--- src/rtl/cansec_pkg.sv ---
// Shared CANsec definitions for the TX securing stage and the RX security checker.
package cansec_pkg;

    localparam int DEF_FV_W        = 32;
    localparam int DEF_ICV_W       = 128;
    localparam int DEF_ICV_TIMEOUT = 1024;

    // Highest usable FV; the counter must never wrap because 0 means "unsynchronised".
    localparam logic [DEF_FV_W-1:0] FV_EXHAUSTED = '1;

    typedef enum logic [2:0] {
        ST_IDLE,
        ST_ICV_REQ,
        ST_ICV_WAIT,
        ST_HANDOFF,
        ST_WAIT_RESULT,
        ST_ERR
    } cansec_state_e;

endpackage

--- src/rtl/cansec_fv_counter.sv ---
// Freshness value counter: holds the last committed FV, offers the next FV and an exhausted flag.
// Updates only on commit; also usable on the RX side to track the last accepted FV.
module cansec_fv_counter
    import cansec_pkg::*;
#(
    parameter int              FV_W    = DEF_FV_W,
    parameter logic [FV_W-1:0] FV_INIT = '0
) (
    input  logic            clk,
    input  logic            g_rst_n,
    input  logic            commit_i,
    input  logic [FV_W-1:0] commit_fv_i,
    output logic [FV_W-1:0] fv_cnt_o,
    output logic [FV_W-1:0] fv_next_o,
    output logic            exhausted_o
);

    logic [FV_W-1:0] cnt_q;
    logic [FV_W-1:0] cnt_d;

    always_comb begin
        cnt_d = cnt_q;
        if (commit_i) begin
            cnt_d = commit_fv_i;
        end
    end

    always_ff @(posedge clk) begin
        if (!g_rst_n) begin
            cnt_q <= FV_INIT;
        end else begin
            cnt_q <= cnt_d;
        end
    end

    assign fv_cnt_o    = cnt_q;
    assign fv_next_o   = cnt_q + FV_W'(1);
    assign exhausted_o = (cnt_q == {FV_W{1'b1}});

endmodule

--- src/rtl/cansec_tx_secure.sv ---
// CANsec TX securing stage: allocates the next FV, obtains the ICV from the shared engine and hands
// FV+ICV to the frame builder; the FV counter commits only on confirmed transmission.
module cansec_tx_secure
    import cansec_pkg::*;
#(
    parameter int              FV_W        = DEF_FV_W,
    parameter int              ICV_W       = DEF_ICV_W,
    parameter int              ICV_TIMEOUT = DEF_ICV_TIMEOUT,
    parameter logic [FV_W-1:0] FV_INIT     = '0
) (
    input  logic             clk,
    input  logic             g_rst_n,
    input  logic             sec_en,
    input  logic             tx_req_valid,
    output logic             tx_req_ready,
    output logic             icv_req,
    input  logic             icv_ack,
    output logic [FV_W-1:0]  icv_fv,
    input  logic             icv_done,
    input  logic [ICV_W-1:0] icv_dataout,
    output logic             sec_out_valid,
    input  logic             sec_out_ready,
    output logic [FV_W-1:0]  fv,
    output logic [ICV_W-1:0] icv,
    input  logic             tx_success,
    input  logic             tx_abort,
    output logic             security_err,
    output logic [FV_W-1:0]  fv_cnt
);

    localparam int TMO_W = $clog2(ICV_TIMEOUT + 1);

    cansec_state_e    state_q, state_d;
    logic             tx_req_ready_q;
    logic             icv_req_q;
    logic             sec_out_valid_q;
    logic             security_err_q;
    logic             sec_q;
    logic [FV_W-1:0]  fv_q;
    logic [FV_W-1:0]  icv_fv_q;
    logic [ICV_W-1:0] icv_q;
    logic [TMO_W-1:0] tmo_q;

    logic             accept;
    logic             tmo_expired;
    logic             icv_capture;
    logic             commit;
    logic [FV_W-1:0]  fv_next;
    logic             fv_exhausted;

    assign accept      = (state_q == ST_IDLE) && tx_req_ready_q && tx_req_valid;
    assign tmo_expired = (tmo_q >= TMO_W'(ICV_TIMEOUT - 1));
    assign icv_capture = icv_done &&
                         (((state_q == ST_ICV_REQ) && icv_ack) || (state_q == ST_ICV_WAIT));
    // Bypass frames never consumed an FV, so they must not move the counter.
    assign commit      = (state_q == ST_WAIT_RESULT) && tx_success && sec_q;

    cansec_fv_counter #(
        .FV_W    (FV_W),
        .FV_INIT (FV_INIT)
    ) u_fv_counter (
        .clk         (clk),
        .g_rst_n     (g_rst_n),
        .commit_i    (commit),
        .commit_fv_i (fv_q),
        .fv_cnt_o    (fv_cnt),
        .fv_next_o   (fv_next),
        .exhausted_o (fv_exhausted)
    );

    always_ff @(posedge clk) begin
        if (!g_rst_n) begin
            state_q <= ST_IDLE;
        end else begin
            state_q <= state_d;
        end
    end

    always_comb begin
        state_d = state_q;
        unique case (state_q)
            ST_IDLE: begin
                if (accept) begin
                    if (!sec_en)           state_d = ST_HANDOFF;
                    else if (fv_exhausted) state_d = ST_ERR;
                    else                   state_d = ST_ICV_REQ;
                end
            end
            ST_ICV_REQ: begin
                if (icv_ack && icv_done) state_d = ST_HANDOFF;
                else if (icv_ack)        state_d = ST_ICV_WAIT;
                else if (tmo_expired)    state_d = ST_ERR;
            end
            ST_ICV_WAIT: begin
                if (icv_done)         state_d = ST_HANDOFF;
                else if (tmo_expired) state_d = ST_ERR;
            end
            ST_HANDOFF: begin
                if (sec_out_ready) state_d = ST_WAIT_RESULT;
            end
            ST_WAIT_RESULT: begin
                if (tx_success)    state_d = ST_IDLE;
                else if (tx_abort) state_d = ST_HANDOFF;
            end
            ST_ERR: begin
                state_d = ST_IDLE;
            end
            default: begin
                state_d = ST_IDLE;
            end
        endcase
    end

    // Handshake outputs are registered from the next state so they line up with the state register.
    always_ff @(posedge clk) begin
        if (!g_rst_n) begin
            tx_req_ready_q  <= 1'b0;
            icv_req_q       <= 1'b0;
            sec_out_valid_q <= 1'b0;
            security_err_q  <= 1'b0;
            sec_q           <= 1'b0;
            fv_q            <= '0;
            icv_fv_q        <= '0;
            icv_q           <= '0;
            tmo_q           <= '0;
        end else begin
            tx_req_ready_q  <= (state_d == ST_IDLE);
            icv_req_q       <= (state_d == ST_ICV_REQ);
            sec_out_valid_q <= (state_d == ST_HANDOFF);

            if (accept) begin
                sec_q <= sec_en;
                tmo_q <= '0;
                if (!sec_en) begin
                    fv_q  <= '0;
                    icv_q <= '0;
                end else if (!fv_exhausted) begin
                    fv_q     <= fv_next;
                    icv_fv_q <= fv_next;
                end
            end else if (((state_q == ST_ICV_REQ) || (state_q == ST_ICV_WAIT)) && !tmo_expired) begin
                tmo_q <= tmo_q + TMO_W'(1);
            end

            if (icv_capture) begin
                icv_q <= icv_dataout;
            end

            if ((state_d == ST_ERR) && (state_q != ST_ERR)) begin
                security_err_q <= 1'b1;
            end else if (accept) begin
                security_err_q <= 1'b0;
            end
        end
    end

    assign tx_req_ready  = tx_req_ready_q;
    assign icv_req       = icv_req_q;
    assign icv_fv        = icv_fv_q;
    assign sec_out_valid = sec_out_valid_q;
    assign fv            = fv_q;
    assign icv           = icv_q;
    assign security_err  = security_err_q;

endmodule

--- config.mk ---
export PLATFORM = sky130hd
export DESIGN_NAME = cansec_tx_secure
export DESIGN_NICKNAME = d
export VERILOG_FILES = /design/src/rtl/cansec_pkg.sv /design/src/rtl/cansec_fv_counter.sv /design/src/rtl/cansec_tx_secure.sv
export SDC_FILE = /design/constraint.sdc
export NUM_CORES = 1
export LEC_CHECK = 0
export BUFFER_PORTS_ARGS = -buffer_cell sky130_fd_sc_hd__buf_2
export CAP_MARGIN = 10
export CORE_AREA = 2 2 140 142
export CTS_CLUSTER_SIZE = 24
export DETAILED_ROUTE_END_ITERATION = 10
export DIE_AREA = 0 0 142 144
export PLACE_DENSITY_LB_ADDON = 0.15
export SYNTH_ARGS = -nofsm -noshare
export SYNTH_HDL_FRONTEND = slang
export SYNTH_SLANG_ARGS = --single-unit
export TNS_END_PERCENT = 10
--- constraint.sdc ---
create_clock -name clk -period 2.4 [get_ports clk]
set_clock_uncertainty 0.05 [all_clocks]
set_input_delay 0.48 -clock clk [delete_from_list [all_inputs] [get_ports clk]]
set_output_delay 0.48 -clock clk [all_outputs]
set_load 0.05 [all_outputs]
==> results_dict.tcl <==
set metrics [dict create \
    grt_max_degree 101 \
    area_growth_pct 32.0 \
    grt_overflow 0 \
    crit_slowest_cell "and4b_1" \
    h-tree-depth 1 \
    num_vias 8348 \
    design_area_um2 11800 \
    p_total_mw 11.9 \
    vdd_drop_max_uv 528 \
    rows 51 \
    routedWlPerCell_um 17.3 \
    fin_crit_ns 2.25 \
    grt_pass1_wl_um 39600 \
    drv_cap 0 \
    clock_path_buffers 3 \
    synth_seq_cells 243 \
    status "completed" \
    slowest_delay_ns 0.48 \
    grt_usage_pct 23.9 \
    clockRootBuffer "clkbuf_16" \
    postCtsHoldBufs 0 \
    post_dp_cell_area_um2 11000 \
    crit_fanout 43 \
    drt_wl_total_um 26800 \
    routed_via_density 5.39 \
    final-hold-violation-count 0 \
    cts_resized 0 \
    drc 0 \
    yosysSeqAreaShare_pct 54.4 \
    crit_family "simple AND/OR/NAND/NOR gates" \
    n_antenna_cell 0 \
    synth_warnings 0 \
    endpoint_kind "flip-flop" \
    synth-compound-area-share_pct 20.2 \
    max_freq_ghz 0.444 \
    worst_slack_ns 0.146 \
    synth_area_leaders "dfxtp_1 54%, a22oi_1 11%, nor2_1 7.1%" \
    post_cts_buffers 0 \
    yosys.area_share.simple_pct 16.8 \
    clk_latency_ns 0.52 \
    timing.hold.ws_ns 0.167 \
    crit_path_start_kind "flip-flop" \
    hp-class "primary input to flip-flop" \
    yosys.area_share.xor_xnor_pct 3.72 \
    crit_chain "and4_1, and4b_1, a21oi_4, buf_4, o21ai_0, a21oi_1" \
    firstDrtPassIters 5 \
    final-max-slew-violation-count 0 \
    first_iter_violations 539 \
    yosys_most_used_dff "dfxtp_1" \
    grt_pass1_vias 7375 \
    core-area_um2 19100 \
    die_area_um2 20400 \
    syn_avg_cell_area_um2 9.39 \
    async_flop_share_pct 0 \
    cp.arrival_ns 2.59 \
    place_hpwl_um 18600 \
    num_io_pins 365 \
    p_leak_nw 5.22 \
    synth-edff-count 0 \
    netlist_area_um2 8940 \
    netlist.area_leader.share_pct 54.4 \
    place_congestion 0.836 \
    synthAdderAreaFrac_pct 0.280 \
    yosys.area.top_type "dfxtp_1" \
    required_ns 2.73 \
    die_w_um 142 \
    syn_nets 1091 \
    layout.nets 1433 \
    critPathBufInv 1 \
    timing.final.crit_share_pct 93.9 \
    antenna_found_initial 0 \
    yosysUniqueCellTypes 50 \
    clk_pin_slew_worst_paths_ns 0.06 \
    cts_buffers 25 \
    postRouteAntennaNets 0 \
    syn_inst 952 \
    drive_above_1_share_pct 33.8 \
    dp_slack_ns -0.0195 \
    rsz0062_at_grt "no" \
    maxSlewHeadroom_pct 29.8 \
    die_y_um 144 \
    cts_tree "done" \
    setup_violations 0 \
    io_buffers 364 \
    critPathKind "flip-flop to flip-flop" \
    synth_top_family_by_area "compound AO/OA/AOI/OAI gates" \
    tightest_slew_ns 1.05 \
    power_density_nw_per_um2 1010 \
    muxShareOfSynthArea_pct 0.224 \
    cts.sinks 243 \
    start_util_pct 46.9 \
    reg2reg_slack_ns 0.15 \
]
[worst min-delay path, stage by stage]
cell	delay, ns
buf_2	0.08
a22oi_1	0.07
nor2_1	0.08
[final timing paths]
check | startpoint | to | depth (start not counted)
max | u_fv_counter.fv_cnt_o[4] | icv_fv[25] | 6
min | icv_dataout[29] | icv[29] | 3
max reg2reg | u_fv_counter.fv_cnt_o[4] | icv_fv[25] | 6
min reg2reg | fv[19] | u_fv_counter.fv_cnt_o[19] | 2
[metrics by stage]
step                      utilization [%]  std cells  setup TNS, ns
after CTS                            61.8       1549              0
after floorplan                         -        952              0
after global placement               57.6       1504      -0.000252
after global routing                 61.8       1550              0
after detailed placement             57.6       1504        -0.0894
final                                61.8       1550              0
[layer usage]
| layer | wire length, um | global-route usage, % |
|---|---|---|
| met5 | 0 | 0 |
| met4 | 520 | 5.58 |
| met3 | 2240 | 5.89 |
| met2 | 12400 | 37.4 |
| met1 | 11700 | 33.4 |
[cell families (layout without fill, tap and decap cells)]
logic type,count (synthesis),in the layout
DFF,243,243
buffers and inverters,85,444
xor gates and xnor gates,38,38
AOI/OAI and AO/OA,250,250
adders and majority gates,2,2
muxes,2,2
and+or+nand+nor,332,333
[layout by cell type, fill, tap and decap left out, drive strengths merged, types with 2 or more instances in the layout]
master / Yosys / routed
a211oi: 20 / 20
a21oi: 46 / 46
a22oi: 128 / 128
a32o: 2 / 2
a41oi: 2 / 2
and2: 7 / 7
and3: 5 / 5
and4: 9 / 9
buf: 43 / 392
clkbuf: 35 / 37
clkinv: 0 / 7
dfxtp: 243 / 243
ha: 2 / 2
inv: 7 / 7
mux2i: 2 / 2
nand2: 84 / 84
nand2b: 3 / 3
nand3: 16 / 16
nand3b: 3 / 3
nand4: 16 / 16
nor2: 169 / 170
nor3: 3 / 3
nor4: 7 / 7
o21ai: 9 / 9
o22a: 2 / 2
o22ai: 5 / 5
o2bb2ai: 31 / 31
xnor2: 12 / 12
xor2: 26 / 26
[Yosys cell counts, types with 15 or more instances]
library cell  instances
o2bb2ai_1            31
a211oi_1             19
nand2_1              84
xor2_1               26
dfxtp_1             243
buf_2                34
nand4_1              15
a21oi_1              44
a22oi_1             128
clkbuf_1             35
nand3_1              15
nor2_1              169
[cell type report]
cell class / instances / area [um^2]
timing repair buffer: 392 / 2090
fill: 1659 / 7280
inverter: 7 / 31.3
clock inverter: 8 / 65.1
sequential: 243 / 4860
tap: 238 / 298
clock buffer: 37 / 731
multi-input combinational: 625 / 3720
[state kept, by name, summed over array words and instances, names as in the netlist]
register	cells
icv	128
fv	32
icv_fv	32
u_fv_counter.fv_cnt_o	32
tmo_q	11
state_q	3
icv_req	1
sec_out_valid	1
sec_q	1
security_err	1
tx_req_ready	1
[where the power goes]
| group | leakage, nW | internal [mW] | switching (mW) |
|---|---|---|---|
| clock network | 0.400 | 2.20 | 1.55 |
| logic | 2.86 | 0.958 | 2.55 |
| registers | 1.97 | 4.44 | 0.227 |
Power figures use the tool's default switching activity.
